==> src/rtl/systolic_input_skewer_if.sv <==
`default_nettype none
// ============================================================================
// Module   : systolic_input_skewer_if
// Brief    : Load/control/operand bus between a tile feeder and its host.
// Revision : 1.0
// ============================================================================
interface systolic_input_skewer_if #(
    parameter int M  = 4,
    parameter int N  = 4,
    parameter int K  = 4,
    parameter int DW = 16
);
    logic            load_valid;
    logic            load_ready;
    logic            load_sel;
    logic [DW-1:0]   load_data;
    logic            start;
    logic            busy;
    logic            done;
    logic            clear_acc;
    logic [M*DW-1:0] a_out;
    logic [M-1:0]    a_valid;
    logic [N*DW-1:0] b_out;
    logic [N-1:0]    b_valid;

    modport master (
        output load_valid, load_sel, load_data, start,
        input  load_ready, busy, done, clear_acc, a_out, a_valid, b_out, b_valid
    );

    modport slave (
        input  load_valid, load_sel, load_data, start,
        output load_ready, busy, done, clear_acc, a_out, a_valid, b_out, b_valid
    );
endinterface
`default_nettype wire

==> src/rtl/systolic_input_skewer.sv <==
`default_nettype none
// ============================================================================
// Module   : systolic_input_skewer
// Brief    : Buffers A (MxK) and B (KxN) tiles, streams skewed wavefronts.
// Revision : 1.0
// ============================================================================
module systolic_input_skewer #(
    parameter int M  = 4,
    parameter int N  = 4,
    parameter int K  = 4,
    parameter int DW = 16
) (
    input  wire logic             clk,
    input  wire logic             rst,
    systolic_input_skewer_if.slave bus
);
    localparam int c_S    = K + ((M > N) ? M : N) - 1;
    localparam int c_D    = M + N - 1;
    localparam int c_TMAX = (c_S > c_D) ? c_S : c_D;
    localparam int c_TW   = (c_TMAX > 1) ? $clog2(c_TMAX) : 1;
    localparam int c_AN   = M * K;
    localparam int c_BN   = K * N;
    localparam int c_AW   = (c_AN > 1) ? $clog2(c_AN) : 1;
    localparam int c_BW   = (c_BN > 1) ? $clog2(c_BN) : 1;

    typedef enum logic [1:0] {
        ST_IDLE   = 2'd0,
        ST_STREAM = 2'd1,
        ST_DRAIN  = 2'd2
    } state_t;

    state_t            r_state, w_state_next;
    logic [c_TW-1:0]   r_t, w_t_next;
    logic [c_AW-1:0]   r_a_cnt;
    logic [c_BW-1:0]   r_b_cnt;
    logic              r_a_full, r_b_full;
    logic [DW-1:0]     r_a_mem [c_AN];
    logic [DW-1:0]     r_b_mem [c_BN];

    logic              w_load_ready, w_a_wr, w_b_wr, w_pass_end;
    logic [M*DW-1:0]   w_a_out, r_a_out;
    logic [M-1:0]      w_a_valid, r_a_valid;
    logic [N*DW-1:0]   w_b_out, r_b_out;
    logic [N-1:0]      w_b_valid, r_b_valid;
    logic              r_busy, r_done, r_clear_acc;
    logic              w_streaming;
    int                w_tn;

    assign w_load_ready = (r_state == ST_IDLE) && !(bus.load_sel ? r_b_full : r_a_full);
    assign w_a_wr       = bus.load_valid && w_load_ready && !bus.load_sel;
    assign w_b_wr       = bus.load_valid && w_load_ready &&  bus.load_sel;
    assign w_pass_end   = (r_state == ST_DRAIN) && (r_t == c_TW'(c_D - 1));

    always_ff @(posedge clk or negedge rst) begin
        if (!rst) begin
            r_a_cnt  <= '0;
            r_b_cnt  <= '0;
            r_a_full <= 1'b0;
            r_b_full <= 1'b0;
        end else if (w_pass_end) begin
            r_a_cnt  <= '0;
            r_b_cnt  <= '0;
            r_a_full <= 1'b0;
            r_b_full <= 1'b0;
        end else begin
            if (w_a_wr) begin
                if (r_a_cnt == c_AW'(c_AN - 1)) begin
                    r_a_full <= 1'b1;
                    r_a_cnt  <= '0;
                end else begin
                    r_a_cnt  <= r_a_cnt + c_AW'(1);
                end
            end
            if (w_b_wr) begin
                if (r_b_cnt == c_BW'(c_BN - 1)) begin
                    r_b_full <= 1'b1;
                    r_b_cnt  <= '0;
                end else begin
                    r_b_cnt  <= r_b_cnt + c_BW'(1);
                end
            end
        end
    end

    // Tile storage carries no reset: contents are only read after a full load.
    always_ff @(posedge clk) begin
        if (w_a_wr) r_a_mem[r_a_cnt] <= bus.load_data;
        if (w_b_wr) r_b_mem[r_b_cnt] <= bus.load_data;
    end

    always_ff @(posedge clk or negedge rst) begin
        if (!rst) begin
            r_state <= ST_IDLE;
            r_t     <= '0;
        end else begin
            r_state <= w_state_next;
            r_t     <= w_t_next;
        end
    end

    always_comb begin
        w_state_next = r_state;
        w_t_next     = r_t;
        case (r_state)
            ST_IDLE: begin
                w_t_next = '0;
                if (bus.start && r_a_full && r_b_full) w_state_next = ST_STREAM;
            end
            ST_STREAM: begin
                if (r_t == c_TW'(c_S - 1)) begin
                    w_state_next = ST_DRAIN;
                    w_t_next     = '0;
                end else begin
                    w_t_next     = r_t + c_TW'(1);
                end
            end
            ST_DRAIN: begin
                if (w_pass_end) begin
                    w_state_next = ST_IDLE;
                    w_t_next     = '0;
                end else begin
                    w_t_next     = r_t + c_TW'(1);
                end
            end
            default: begin
                w_state_next = ST_IDLE;
                w_t_next     = '0;
            end
        endcase
    end

    // Operand lanes are computed for the upcoming cycle so they land registered.
    assign w_streaming = (w_state_next == ST_STREAM);
    assign w_tn        = int'(w_t_next);

    for (genvar i = 0; i < M; i++) begin : g_row
        logic            w_v;
        logic [c_AW-1:0] w_idx;
        assign w_v                   = w_streaming && (w_tn >= i) && (w_tn < i + K);
        assign w_idx                 = c_AW'(i * K + w_tn - i);
        assign w_a_valid[i]          = w_v;
        assign w_a_out[i*DW +: DW]   = w_v ? r_a_mem[w_idx] : '0;
    end

    for (genvar j = 0; j < N; j++) begin : g_col
        logic            w_v;
        logic [c_BW-1:0] w_idx;
        assign w_v                   = w_streaming && (w_tn >= j) && (w_tn < j + K);
        assign w_idx                 = c_BW'((w_tn - j) * N + j);
        assign w_b_valid[j]          = w_v;
        assign w_b_out[j*DW +: DW]   = w_v ? r_b_mem[w_idx] : '0;
    end

    always_ff @(posedge clk or negedge rst) begin
        if (!rst) begin
            r_a_out     <= '0;
            r_a_valid   <= '0;
            r_b_out     <= '0;
            r_b_valid   <= '0;
            r_busy      <= 1'b0;
            r_done      <= 1'b0;
            r_clear_acc <= 1'b0;
        end else begin
            r_a_out     <= w_a_out;
            r_a_valid   <= w_a_valid;
            r_b_out     <= w_b_out;
            r_b_valid   <= w_b_valid;
            r_busy      <= (w_state_next != ST_IDLE);
            r_done      <= (w_state_next == ST_DRAIN) && (w_t_next == c_TW'(c_D - 1));
            r_clear_acc <= (r_state == ST_IDLE) && (w_state_next == ST_STREAM);
        end
    end

    assign bus.load_ready = w_load_ready;
    assign bus.a_out      = r_a_out;
    assign bus.a_valid    = r_a_valid;
    assign bus.b_out      = r_b_out;
    assign bus.b_valid    = r_b_valid;
    assign bus.busy       = r_busy;
    assign bus.done       = r_done;
    assign bus.clear_acc  = r_clear_acc;
endmodule
`default_nettype wire
==> src/flat_wrapper.sv <==
// flat-port wrapper written by rule: the top's interface ports become plain ports
module systolic_input_skewer_flat 
#(
    parameter int M  = 4,
    parameter int N  = 4,
    parameter int K  = 4,
    parameter int DW = 16
)
  (clk, rst, bus_load_valid, bus_load_sel, bus_load_data, bus_start, bus_load_ready, bus_busy, bus_done, bus_clear_acc, bus_a_out, bus_a_valid, bus_b_out, bus_b_valid);
  systolic_input_skewer_if #(.M(M), .N(N), .K(K), .DW(DW)) bus_i ();
  input  wire logic clk;
  input  wire logic rst;
  input wire logic [$bits(bus_i.load_valid)-1:0] bus_load_valid;
  input wire logic [$bits(bus_i.load_sel)-1:0] bus_load_sel;
  input wire logic [$bits(bus_i.load_data)-1:0] bus_load_data;
  input wire logic [$bits(bus_i.start)-1:0] bus_start;
  output wire logic [$bits(bus_i.load_ready)-1:0] bus_load_ready;
  output wire logic [$bits(bus_i.busy)-1:0] bus_busy;
  output wire logic [$bits(bus_i.done)-1:0] bus_done;
  output wire logic [$bits(bus_i.clear_acc)-1:0] bus_clear_acc;
  output wire logic [$bits(bus_i.a_out)-1:0] bus_a_out;
  output wire logic [$bits(bus_i.a_valid)-1:0] bus_a_valid;
  output wire logic [$bits(bus_i.b_out)-1:0] bus_b_out;
  output wire logic [$bits(bus_i.b_valid)-1:0] bus_b_valid;
  assign bus_i.load_valid = bus_load_valid;
  assign bus_i.load_sel = bus_load_sel;
  assign bus_i.load_data = bus_load_data;
  assign bus_i.start = bus_start;
  assign bus_load_ready = bus_i.load_ready;
  assign bus_busy = bus_i.busy;
  assign bus_done = bus_i.done;
  assign bus_clear_acc = bus_i.clear_acc;
  assign bus_a_out = bus_i.a_out;
  assign bus_a_valid = bus_i.a_valid;
  assign bus_b_out = bus_i.b_out;
  assign bus_b_valid = bus_i.b_valid;
  systolic_input_skewer #(.M(M), .N(N), .K(K), .DW(DW)) u_core (.clk(clk), .rst(rst), .bus(bus_i));
endmodule
==> config.mk <==
export PLATFORM = sky130hd
export DESIGN_NAME = systolic_input_skewer_flat
export DESIGN_NICKNAME = d
export VERILOG_FILES = /design/src/rtl/systolic_input_skewer_if.sv /design/src/rtl/systolic_input_skewer.sv /design/src/flat_wrapper.sv
export SDC_FILE = /design/constraint.sdc
export NUM_CORES = 1
export LEC_CHECK = 0
export BUFFER_PORTS_ARGS = -buffer_cell sky130_fd_sc_hd__buf_2
export CAP_MARGIN = 20
export CORE_MARGIN = 5
export CORE_UTILIZATION = 30
export CTS_CLUSTER_DIAMETER = 30
export CTS_CLUSTER_SIZE = 14
export DETAILED_ROUTE_END_ITERATION = 10
export PLACE_DENSITY = 0.5
export SYNTH_ARGS = -nofsm -noshare
export SYNTH_HDL_FRONTEND = slang
export SYNTH_SLANG_ARGS = --single-unit
==> constraint.sdc <==
create_clock -name clk -period 5.8 [get_ports clk]
set_input_delay 0.29 -clock clk [delete_from_list [all_inputs] [get_ports clk]]
set_output_delay 0.29 -clock clk [all_outputs]
set_load 0.01 [all_outputs]
### Word level (Yosys, flattened, before mapping)

Memory sizes are Yosys's and may differ from the RTL's.
Index checks and enable logic that the tools add are counted.

| word-level totals | value |
|---|---|
| register bits after elaboration | 150 |
| bits in latches | 0 |
| bits in writable memories | 512 |
| memory bits (read-only) | 0 |
| output and inout bits | 140 |
| logic and storage cells | 104 |
| memories kept | 2 |

| cells by class | value |
|---|---|
| $add $sub $neg | 15 |
| multiply operators | 0 |
| divide/modulo/power cells | 0 |
| order comparisons | 8 |
| equality and inequality tests | 8 |
| shifts and indexed selects | 0 |
| multiplexer cells | 32 |
| bitwise gates (word level) | 0 |
| reductions and logical operators | 27 |

Memories:

| memory | words | width | read ports | clocked after memory_dff | wr ports | RTL line | source |
|---|---|---|---|---|---|---|---|
| u_core.r_a_mem | 16 | 16 | 4 | 0 | 1 | systolic_input_skewer.sv:37 | `logic [DW-1:0] r_a_mem [c_AN];` |
| u_core.r_b_mem | 16 | 16 | 4 | 0 | 1 | systolic_input_skewer.sv:38 | `logic [DW-1:0] r_b_mem [c_BN];` |

Operators by type and width:

| kind | count |
|---|---|
| 16-bit 2-to-1 mux | 8 |
| 4-bit 2-to-1 mux | 6 |
| 1-bit logical AND | 17 |
| 3-bit < comparator, second input constant | 4 |
| 1-bit 2-to-1 mux | 11 |
| 2-bit nonzero test | 5 |
| 4-bit by 1-bit adder with 4-bit output, second input constant | 2 |
| 4-bit by 3-bit adder with 4-bit output, first input constant | 2 |
| 4-bit by 3-bit adder with 4-bit output, second input constant | 2 |
| 4-bit == test, second input constant | 2 |
| 4-bit by 3-bit subtractor with 4-bit output, second input constant | 2 |
| 3-bit == test, second input constant | 2 |
| 3-bit by 1-bit >= comparator with 1-bit output, second input constant | 2 |
| 3-bit by 2-bit >= comparator with 1-bit output, second input constant | 2 |
| 2-bit 2-to-1 mux | 3 |
| 3-bit 2-to-1 mux | 2 |
| 2-bit case mux with 3 select lines | 1 |
| 3-bit case mux with 2 select lines | 1 |
| 3-bit by 3-bit adder with 4-bit output, first input constant | 1 |
| 4-bit by 2-bit adder with 4-bit output, second input constant | 1 |
| 2-bit by 1-bit == test with 1-bit output, second input constant | 2 |
| 2-bit == test, second input constant | 2 |
| 2-bit AND reduction | 2 |
| 2-bit subtractor, second input constant | 2 |
| other kinds (5) | 6 |

### Longest topological paths before layout

| logic depth | value |
|---|---|
| word-level depth | 8 |
| gate-level depth with buffers | 18 |
| gate-level depth less buffers | 11 |

### Worst setup path after synthesis

Ideal clock, no wire load.

| timing path | value |
|---|---|
| path type | flip-flop to flip-flop |
| from | register u_core.r_t[0] |
| to | register u_core.r_a_out[54], in the netlist u_core.bus.a_out[54] |
| setup time | 0.132 ns |
| data arrival time | 3.888 ns |
| path slack | 1.780 ns |
| stages on the path, launching flop included | 17 |
| buffers on the path | 8 |
| path through | dfrtp_1 > buf_2 > clkinv_1 > clkbuf_1 > ha_1 > o2bb2ai_1 > nor3_2 > buf_2 > buf_2 > buf_1 > ha_1 > clkbuf_1 > clkbuf_1 > clkbuf_1 > mux4_2 > mux2i_1 > nor2_1 |

| between the ends | value |
|---|---|
| cells in the longest elaborated chain, start to end | 8 |
| elaborated cells on any way between the ends | 18 |
| classes of those cells | 3 x add/sub; 2 x order compare; 2 x eq/ne; 7 x mux; 3 x reduce/logical; 1 x memory |

Ends and longest elaborated chain:

| item | RTL line | source |
|---|---|---|
| start, declared | systolic_input_skewer.sv:33 | `logic [c_TW-1:0] r_t, w_t_next;` |
| start signal, assigned | systolic_input_skewer.sv:97 | `r_t <= w_t_next;` |
| parallel branches: the longest is 3 deep, another holds 3-bit by 1-bit adder with 3-bit output | - |  |
| 3-bit case mux with 2 select lines * | systolic_input_skewer.sv:104 | `case (r_state)` |
| via u_core.g_col[0].w_idx[3] | systolic_input_skewer.sv:147 | `logic [c_BW-1:0] w_idx;` |
| 4-bit by 3-bit adder with 4-bit output / 3-bit by 2-bit >= comparator with 1-bit output (equally long branches) | systolic_input_skewer.sv:140, systolic_input_skewer.sv:139 |  |
| 4-bit by 3-bit subtractor with 4-bit output / 1-bit logical AND (equally long branches) | systolic_input_skewer.sv:140, systolic_input_skewer.sv:139 |  |
| memory read 16 x 16 bit / 1-bit logical AND (equally long branches) | - |  |
| 16-bit 2-to-1 mux * | systolic_input_skewer.sv:142 | `assign w_a_out[i*DW +: DW] = w_v ? r_a_mem[w_idx] : '0;` |
| via u_core.w_a_out[54] | systolic_input_skewer.sv:41 | `logic [M*DW-1:0] w_a_out, r_a_out;` |
| end signal, assigned | systolic_input_skewer.sv:164 | `r_a_out <= w_a_out;` |
| end, declared | systolic_input_skewer.sv:41 |  |

Mark *: on every way through the listed nets, which the timed path passes.
A chain may end at the register's enable or synchronous reset.

### Worst setup path after layout

| timing path | value |
|---|---|
| from | register u_core.r_t[0] |
| to | register u_core.r_a_out[40], in the netlist u_core.bus.a_out[40] |

| between the ends | value |
|---|---|
| cells in the longest elaborated chain, start to end | 8 |
| elaborated cells on any way between the ends | 18 |
| classes of those cells | 3 x add/sub; 2 x order compare; 2 x eq/ne; 7 x mux; 3 x reduce/logical; 1 x memory |

Ends and longest elaborated chain:

| item | RTL line |
|---|---|
| parallel branches: the longest is 7 deep, another holds memory read 16 x 16 bit | - |
| 16-bit 2-to-1 mux * | systolic_input_skewer.sv:142 |
| via u_core.w_a_out[40] | systolic_input_skewer.sv:41 |

Marks and branches as above.

==> results.cfg <==
[worst_setup_path]
end_kind = flop
crit_type = flop to flop
critical-path-max-stage-delay_ns = 0.78
reg2reg_setup_slack_ns = 1.90
slowest_stage = buf_4
cp_max_fo = 65
arrival_ns = 4.53
cpMostUsedCell = buf_4
critPathRequiredTime_ns = 6.43
worst_setup_path_start_kind = flop
worstRegToRegCells = 12
path_cells = buf_4 > clkinv_1 > ha_1 > o2bb2ai_2 > buf_4 > nor3_4 > buf_4 > buf_4 > nor2_1 > buf_4 > a22oi_1 > o2111a_1

[logic_synthesis]
async_reset_ff_share_pct = 22.7
yosysWarnings = 0
netlist_area_mm2 = 0.0269
synth_edf_count = 512
synth_cells = 1530
ys_types = 50
yosysSeqAreaShare_pct = 71.1
ys_ff_latch = 662
syn-num-nets = 1574
synth_flop_cell = edfxtp_1
syn-mean-instance-area_um2 = 17.6

[sta]
max_slew_margin_pct = 27.4
fin_crit_sh_pct = 67.3
fin_skew_ns = 0.0231
hold_viol = 0
setup_viol = 0
tns_ns = 0
fmax_ghz = 0.256
max_slew.worst_pin.slew_ns = 1.09
rsz0062_at_grt = false
period_minus_slack_ns = 3.90
slew_violations = 0

[clocking]
postCtsSetupBuffers = 0
cts-buffers-inserted = 140
clockRootBuffer = clkbuf_16
path_clk_slew_ns = 0.04
clkSinkCount = 662
cts_buffer_depth = 3
clock_latency_ns = 0.70
htree_levels = 4
cts_tree = built

[placed_design]
dp_hpwl_um = 46000
numPortBuffers = 160
gp_congestion = 0.796

[final_layout]
utilization_pct = 38.3
n_fill_cell = 8203
area_growth_syn_to_layout_pct = 26.1
final_nets = 1823
drive_above_1_share_pct = 32.6

[routing]
drtIter0Drc = 1340
post-route-drc-count = 0
viasPerCell = 5.04
wl_um = 78000
dr.pass1.iters = 6
wl_per_cell_um = 25.4
route.vias.total = 15500
antenna_left = 0

[floorplan]
die_w_um = 309
die-height_um = 309
die_area_mm2 = 0.0957
start_util_pct = 30.3
rows = 109
io_pins = 161
core_mm2 = 0.0886

[power]
vdd_ir_drop_max_mv = 0.314
clkPwrFrac_pct = 53.0
p_sw_share_pct = 24.5
p_int_uw = 10900
combPwrFrac_pct = 8.8
p_switching_uw = 3550
p_seq_share_pct = 38.2
p_per_area_mw_per_mm2 = 427
leakagePower_uw = 0.0126

[worst_hold_path]
hold_class = primary input to asynchronous set/reset pin

[grt]
antenna_found_initial = 12
grt_max_degree = 91
grt_first_pass_wirelength_um = 112000
grt_overflow = 0
gr-usage-all-layers_pct = 16.2
grt_pass1_vias = 16300

[run]
maxCapViolCount = 0

[outcome]
status = complete, no violations
final cells by class:
type | instances | area, um^2 | area share [%]
Timing Repair Buffer | 211 | 1340 | 3.94
Inverter | 17 | 68.8 | 0.203
Clock buffer | 180 | 3800 | 11.2
Multi-Input combinational cell | 747 | 7290 | 21.5
Clock inverter | 81 | 832 | 2.45
Sequential cell | 662 | 19100 | 56.4
Tap cell | 1165 | 1460 | 4.30
Antenna cell | 4 | 10.0 | 0.0295
power by group through the flow:
stage	Sequential, uW	Clock (uW)	Combinational [uW]
final	5530	7670	1280
after detailed placement	5610	0	1290
after CTS	5540	7810	1300
after floorplan	5560	0	762
after global routing	5550	8080	1380
after global placement	5610	0	1270
synthesized netlist by cell type (4+ instances only):
cell type	n	area share, %
a22oi_1	17	0.47
a221o_1	16	0.60
dfrtp_1	150	14
nor2b_1	18	0.42
nand2b_1	5	0.12
and3_1	41	0.95
a211oi_1	17	0.47
a21oi_1	39	0.73
buf_4	12	0.34
mux4_2	143	12
inv_1	10	0.14
buf_6	10	0.42
ha_1	23	1.1
edfxtp_1	512	57
o2111a_1	16	0.67
buf_1	7	0.098
clkbuf_1	55	0.77
o21ai_0	17	0.32
mux2_2	18	0.75
nand3_1	4	0.074
nor3_1	25	0.47
mux2i_1	50	1.9
nor4_1	32	0.74
buf_2	20	0.37
nand2_1	105	1.5
a31oi_1	19	0.44
nor2_1	62	0.87
and2_1	55	1.3
inv_2	6	0.084
stage by stage:
step	total power [uW]	cell area, um^2	instances	hold slack, ns	setup WS (ns)
global placement	6880	29100	2795	0.506	1.86
global route	15000	33900	3063	0.0981	1.71
floorplan	6320	26900	1530	-0.00559	1.78
detailed placement	6900	29200	2798	0.518	1.80
CTS	14600	33800	3060	0.0691	1.76
finish	14500	33900	3067	0.0879	1.90
cell usage in the layout, fill, tap and decap left out, drive strengths merged, types with 22 or more instances in the layout:
cell type	count
and2	55
nor4	32
mux2i	50
inv	22
clkbuf	180
ha	23
and3	41
mux4	143
nor3	27
dfrtp	150
nor2	62
nand2	106
a21oi	39
buf	210
edfxtp	512
clkinv	58
worst paths after layout:
kind / start / end
worst max-delay path: u_core.r_t[0] / u_core.bus.a_out[40]
worst min-delay path: rst / u_core.bus.a_out[53]
worst max register to register: u_core.r_t[0] / u_core.bus.a_out[40]
worst min register to register: u_core.r_b_full / u_core.r_b_full
max in group asynchronous: rst / u_core.r_t[1]
min in group clk: bus_load_valid / u_core.r_a_cnt[3]
logic make-up after synthesis:
| logic type | count (synthesis) | share of synthesized area (%) |
|---|---|---|
| xor+xnor | 4 | 0.158 |
| flops | 662 | 71.1 |
| buf+inv | 121 | 2.23 |
| mux | 211 | 14.6 |
| fa+ha+maj | 23 | 1.07 |
| compound gates | 153 | 4.19 |
| simple gates | 356 | 6.63 |
per-layer routing:
metal  GRT usage [%]  part of all wire (%)  wire length, um
met1            21.2                    42            32600
met2            26.6                    49            38100
met3            3.95                   6.7             5200
met4            5.49                   2.5             1980
met5               0                 0.059               46
worst max-delay path: cells and delay by family (launching register included):
kind / cells / cell delay, ns
buf+inv: 6 / 2.03
simple gates: 2 / 0.28
fa+ha+maj: 1 / 0.31
compound gates: 3 / 0.81
flops: 1 / 0.34
flip-flops by register name, summed over array words and instances (netlist names):
name / cells
u_core.bus.a_valid: 4
u_core.r_a_mem: 256
u_core.r_a_cnt: 4
u_core.bus.a_out: 64
u_core.r_state: 2
u_core.r_b_cnt: 4
u_core.r_b_mem: 256
u_core.bus.clear_acc: 1
u_core.r_t: 3
u_core.bus.b_out: 64
u_core.r_a_full: 1
u_core.r_b_full: 1
u_core.bus.busy: 1
u_core.bus.done: 1
repair_timing:
action,in CTS,in global routing
hold endpoints to repair,89,0
hold buffers,1,0
gates resized for setup,0,0
No activity file was read; power rests on OpenSTA's default activity.
